### config.mk
export PLATFORM = sky130hd
export DESIGN_NAME = regfile_mp
export DESIGN_NICKNAME = d
export VERILOG_FILES = /design/src/rtl/regfile_mp.sv
export SDC_FILE = /design/constraint.sdc
export NUM_CORES = 2
export LEC_CHECK = 0
export CAP_MARGIN = 20
export CORE_UTILIZATION = 51
export CTS_BUF_LIST = sky130_fd_sc_hd__clkbuf_8
export DETAILED_ROUTE_END_ITERATION = 10
export PLACE_DENSITY = 0.7
export SLEW_MARGIN = 20
export SYNTH_ARGS = -nofsm -noshare
export SYNTH_HDL_FRONTEND = slang
export SYNTH_SLANG_ARGS = --single-unit
### constraint.sdc
create_clock -name clk_i -period 38.3 [get_ports clk_i]
set_input_delay 7.66 -clock clk_i [delete_from_list [all_inputs] [get_ports clk_i]]
set_output_delay 7.66 -clock clk_i [all_outputs]
set_load 0.05 [all_outputs]
### src/rtl/regfile_mp.sv
// Multi-port integer register file with hardwired x0, optional write-to-read bypass and a
// per-register pending-write scoreboard fed by decode reservations.
module regfile_mp #(
    parameter int unsigned XLEN      = 32,
    parameter int unsigned NUM_REGS  = 32,
    parameter int unsigned NUM_READ  = 2,
    parameter int unsigned NUM_WRITE = 1,
    parameter bit          BYPASS    = 1'b1,
    localparam int unsigned AW       = $clog2(NUM_REGS)
) (
    input  logic                      clk_i,
    input  logic                      rst_i,
    input  logic [NUM_READ-1:0]       rd_en_i,
    input  logic [NUM_READ*AW-1:0]    rd_addr_i,
    output logic [NUM_READ*XLEN-1:0]  rd_data_o,
    output logic [NUM_READ-1:0]       rd_busy_o,
    input  logic [NUM_WRITE-1:0]      wr_en_i,
    input  logic [NUM_WRITE*AW-1:0]   wr_addr_i,
    input  logic [NUM_WRITE*XLEN-1:0] wr_data_i,
    input  logic                      rsv_en_i,
    input  logic [AW-1:0]             rsv_addr_i
);

    logic [XLEN-1:0]          regs_q [NUM_REGS];
    logic [XLEN-1:0]          regs_d [NUM_REGS];
    logic [NUM_REGS-1:0]      pend_q, pend_wr, pend_d;
    logic [NUM_READ*XLEN-1:0] rd_data_q, rd_data_d;
    logic [NUM_READ-1:0]      rd_busy_q, rd_busy_d;

    // x0 and out-of-range addresses (non-power-of-two depths) never touch state.
    function automatic logic addr_ok(input logic [AW-1:0] a);
        return (a != '0) && (32'(a) < NUM_REGS);
    endfunction

    always_comb begin
        regs_d  = regs_q;
        pend_wr = pend_q;
        // Ascending port order lets the highest-index port win a same-address conflict.
        for (int w = 0; w < int'(NUM_WRITE); w++) begin
            if (wr_en_i[w] && addr_ok(wr_addr_i[w*AW +: AW])) begin
                regs_d[wr_addr_i[w*AW +: AW]]  = wr_data_i[w*XLEN +: XLEN];
                pend_wr[wr_addr_i[w*AW +: AW]] = 1'b0;
            end
        end
        pend_d = pend_wr;
        if (rsv_en_i && addr_ok(rsv_addr_i)) begin
            pend_d[rsv_addr_i] = 1'b1;
        end
    end

    always_comb begin
        rd_data_d = rd_data_q;
        rd_busy_d = rd_busy_q;
        for (int p = 0; p < int'(NUM_READ); p++) begin
            if (rd_en_i[p]) begin
                if (!addr_ok(rd_addr_i[p*AW +: AW])) begin
                    rd_data_d[p*XLEN +: XLEN] = '0;
                    rd_busy_d[p]              = 1'b0;
                end else if (BYPASS) begin
                    // Same-cycle reservations only become visible on the next read.
                    rd_data_d[p*XLEN +: XLEN] = regs_d[rd_addr_i[p*AW +: AW]];
                    rd_busy_d[p]              = pend_wr[rd_addr_i[p*AW +: AW]];
                end else begin
                    rd_data_d[p*XLEN +: XLEN] = regs_q[rd_addr_i[p*AW +: AW]];
                    rd_busy_d[p]              = pend_q[rd_addr_i[p*AW +: AW]];
                end
            end
        end
    end

    always_ff @(posedge clk_i or posedge rst_i) begin
        if (rst_i) begin
            for (int i = 0; i < int'(NUM_REGS); i++) begin
                regs_q[i] <= '0;
            end
            pend_q    <= '0;
            rd_data_q <= '0;
            rd_busy_q <= '0;
        end else begin
            regs_q    <= regs_d;
            pend_q    <= pend_d;
            rd_data_q <= rd_data_d;
            rd_busy_q <= rd_busy_d;
        end
    end

    assign rd_data_o = rd_data_q;
    assign rd_busy_o = rd_busy_q;

    x0_invariant: assert property (@(posedge clk_i) disable iff (rst_i)
        (regs_q[0] == '0) && !pend_q[0])
        else $fatal(1, "x0 invariant violated");

endmodule
==> flow_summary.ini <==
[timing]
tightest_slew_ns = 1.29
rsz0062_at_grt = no
setup_viol = 0
fin_crit_ns = 11.88
final.period_utilization_pct = 31.0
timing.final.ws_setup_ns = 26.42
fin_skew_ns = 0.0613
fmax_mhz = 84.2
hold_viol = 0
tns_ns = 0
slew_violations = 0
max_slew_margin_pct = 13.9

[clock_network]
cts_resized = 0
insertion_delay_ns = 0.95
numCtsBuffers = 185
hold_buffers = 0
cts-root-buf = clkbuf_8
post-cts-setup-buffers = 0
cts.path.max_buffers = 3
clk_pin_slew_ns = 0.06
cts_sinks = 1122
tritoncts = built
h-tree-depth = 4

[synthesis]
synth-seq-area-share_pct = 45.8
ys_warn_count = 0
postSynthAreaPerCell_um2 = 11.0
ys_ff_latch = 1122
synthCells = 5570
async_flop_share_pct = 100
synth_top_flop_cell = dfrtp_1
synth_fp_nets = 5628
yosysUniqueCellTypes = 94
synth_edf_count = 0
synth_area_um2 = 61300

[floorplanning]
coreArea_um2 = 119000
die_w_um = 349
initial_utilization_pct = 51.7
die_area_um2 = 122000
fp.dieH_um = 349
ios = 124
rows = 126

[drt]
drt-wirelength-per-cell_um = 33.6
postRouteAntennaNets = 0
drtIter0Drc = 8236
drcViolationCount = 0
drt-pass1-iter-count = 7
drt-total-wl_um = 246000
viasPerCell = 6.87
vias = 50300

[grt]
grt-ovfl-total = 0
grt_first_pass_wirelength_um = 352000
antenna_found_initial = 19
grt_start_max_net_pins = 176
grt_pass1_vias = 49100
globalRouteTotalUtil_pct = 40.4

[layout]
nets = 5612
fillers = 10100
areaGrowthSynthToFinish_pct = 10.4
drive_above_1_share_pct = 19.5
layout.core_utilization_pct = 57.1

[placement]
dp_hpwl_um = 149000
port_buffers = 123
gp_congestion = 0.991
dpl_worst_slack_ns = 25.35

[power]
p_leak_nw = 35.3
power_frac_comb_pct = 25.2
clock_power_share_pct = 31.4
p_int_mw = 2.31
switchingPower_mw = 1.12
vdd_drop_max_v = 0.0000364
p_seq_share_pct = 43.4
switching_share_pct = 32.7
pwr_density_cell_nw_per_um2 = 50.6

[setup_path]
critPathLaunchType = primary input
crit_required_ns = 39.16
path_class = primary input to register
worstSetupEndpointType = register
crit_arrival_ns = 12.74
cp_max_fo = 20

[min_path]
hp-class = register to register

[status]
status = finished clean

[flow_run]
maxCapViolCount = 0
power groups by stage:
stage	registers, mW	logic [mW]	clock network (mW)
floorplan	1.53	0.562	0
global placement	1.49	0.809	0
detailed placement	1.50	0.833	0
CTS	1.48	0.837	1.08
global route	1.50	0.916	1.13
finish	1.49	0.862	1.08
kinds of logic (layout without fill, tap and decap cells):
| group | after synthesis | in the layout | share of synthesized area, % |
|---|---|---|---|
| muxes | 1265 | 1265 | 28.4 |
| other | 0 | 18 | 0 |
| AOI/OAI and AO/OA | 970 | 970 | 10.6 |
| and+or+nand+nor | 958 | 958 | 6.97 |
| DFF | 1122 | 1122 | 45.8 |
| buffers and inverters | 1251 | 1377 | 8.16 |
| xor gates and xnor gates | 4 | 4 | 0.0572 |
placed cells by master, fill, tap and decap left out, types with 11 or more instances in the layout:
master           instances
mux4_2                 356
and2_1                  12
nand2b_1                11
nor2_2                  13
o22ai_1                 77
or3_1                   11
mux2i_1                683
o2bb2ai_1               11
o311ai_0                11
o221ai_1                23
nand2_1                452
inv_1                  809
nor2b_1                 16
diode_2                 18
buf_4                  171
o2111ai_1               14
a31oi_1                 40
mux2_2                 225
nor3_1                  74
o32ai_1                 25
a22o_1                  12
a211oi_1                40
o21ai_0                221
o211ai_1                86
a21oi_1                181
nand3_1                 48
nand4_1                 14
clkbuf_8               232
dfrtp_1               1122
nand2_2                 19
nor2_1                 228
a221oi_1                33
clkdlybuf4s50_1        113
a22oi_1                 44
a2111oi_0               12
cell type report:
class | instances | area (µm²) | area share (%)
Clock inverter | 97 | 509 | 0.753
Inverter | 747 | 2810 | 4.15
Multi-Input combinational cell | 3197 | 28300 | 41.9
Antenna cell | 18 | 45.0 | 0.0666
Clock buffer | 232 | 3190 | 4.72
Timing Repair Buffer | 301 | 2680 | 3.97
Sequential cell | 1122 | 28100 | 41.5
Tap cell | 1600 | 2000 | 2.96
through the flow:
| stage | instance area (µm²) | hold WS (ns) | power, mW | cells |
|---|---|---|---|---|
| 2_1_floorplan | 61300 | 0.429 | 2.09 | 5570 |
| 3_3_place_gp | 63800 | 0.366 | 2.30 | 6963 |
| 3_5_place_dp | 63800 | 0.366 | 2.33 | 6964 |
| 4_1_cts | 67500 | 0.378 | 3.39 | 7293 |
| 5_1_grt | 67600 | 0.390 | 3.55 | 7302 |
| 6_report | 67600 | 0.376 | 3.42 | 7314 |
metal layers:
metal	share of wire [%]	GRT usage (%)	up-vias
li1	-	-	19700
met1	35	50.9	25000
met2	42	56.6	4345
met3	15	15.7	1191
met4	8.5	29.0	16
met5	0.041	0	-
worst paths after layout:
path | startpoint | endpoint | slack (ns) | cells after the start
setup reg to reg | regs_q[916] | rd_data_o[52] | 36.17 | 5
min in group asynchronous | rst_i | regs_q[892] | 7.31 | 3
max in group asynchronous | rst_i | regs_q[374] | 27.20 | 7
hold / removal | regs_q[1016] | regs_q[1016] | 0.38 | 0
setup / recovery | wr_addr_i[0] | rd_data_o[36] | 26.42 | 10
hold reg to reg | regs_q[1016] | regs_q[1016] | 0.38 | 0
worst max-delay path, stage by stage:
cell and delay (ns):
clkdlybuf4s50_1 0.81, nand4bb_1 0.93, nor2_4 1.04, buf_4 0.63, mux2i_1 0.22, mux4_2 0.50, o21ai_1 0.18, o21ai_0 0.12
a221o_1 0.43, o2bb2ai_1 0.15
flip-flops by register name, summed over array words and instances (netlist names):
signal     cells
pend_q        32
rd_data_o     64
regs_q      1024
rd_busy_o      2
cells in the mapped netlist (68+ instances only):
master / number / area share (%)
dfrtp_1: 1122 / 46
inv_1: 743 / 4.6
mux2i_1: 683 / 11
nand2_1: 463 / 2.8
mux4_2: 356 / 13
clkbuf_1: 289 / 1.8
nor2_1: 241 / 1.5
mux2_2: 225 / 4.1
o21ai_0: 223 / 1.8
a21oi_1: 181 / 1.5
buf_2: 109 / 0.89
o211ai_1: 86 / 1.1
o22ai_1: 77 / 0.79
nor3_1: 74 / 0.60
buf_1: 68 / 0.42
No activity file was read; power rests on OpenSTA's default activity.
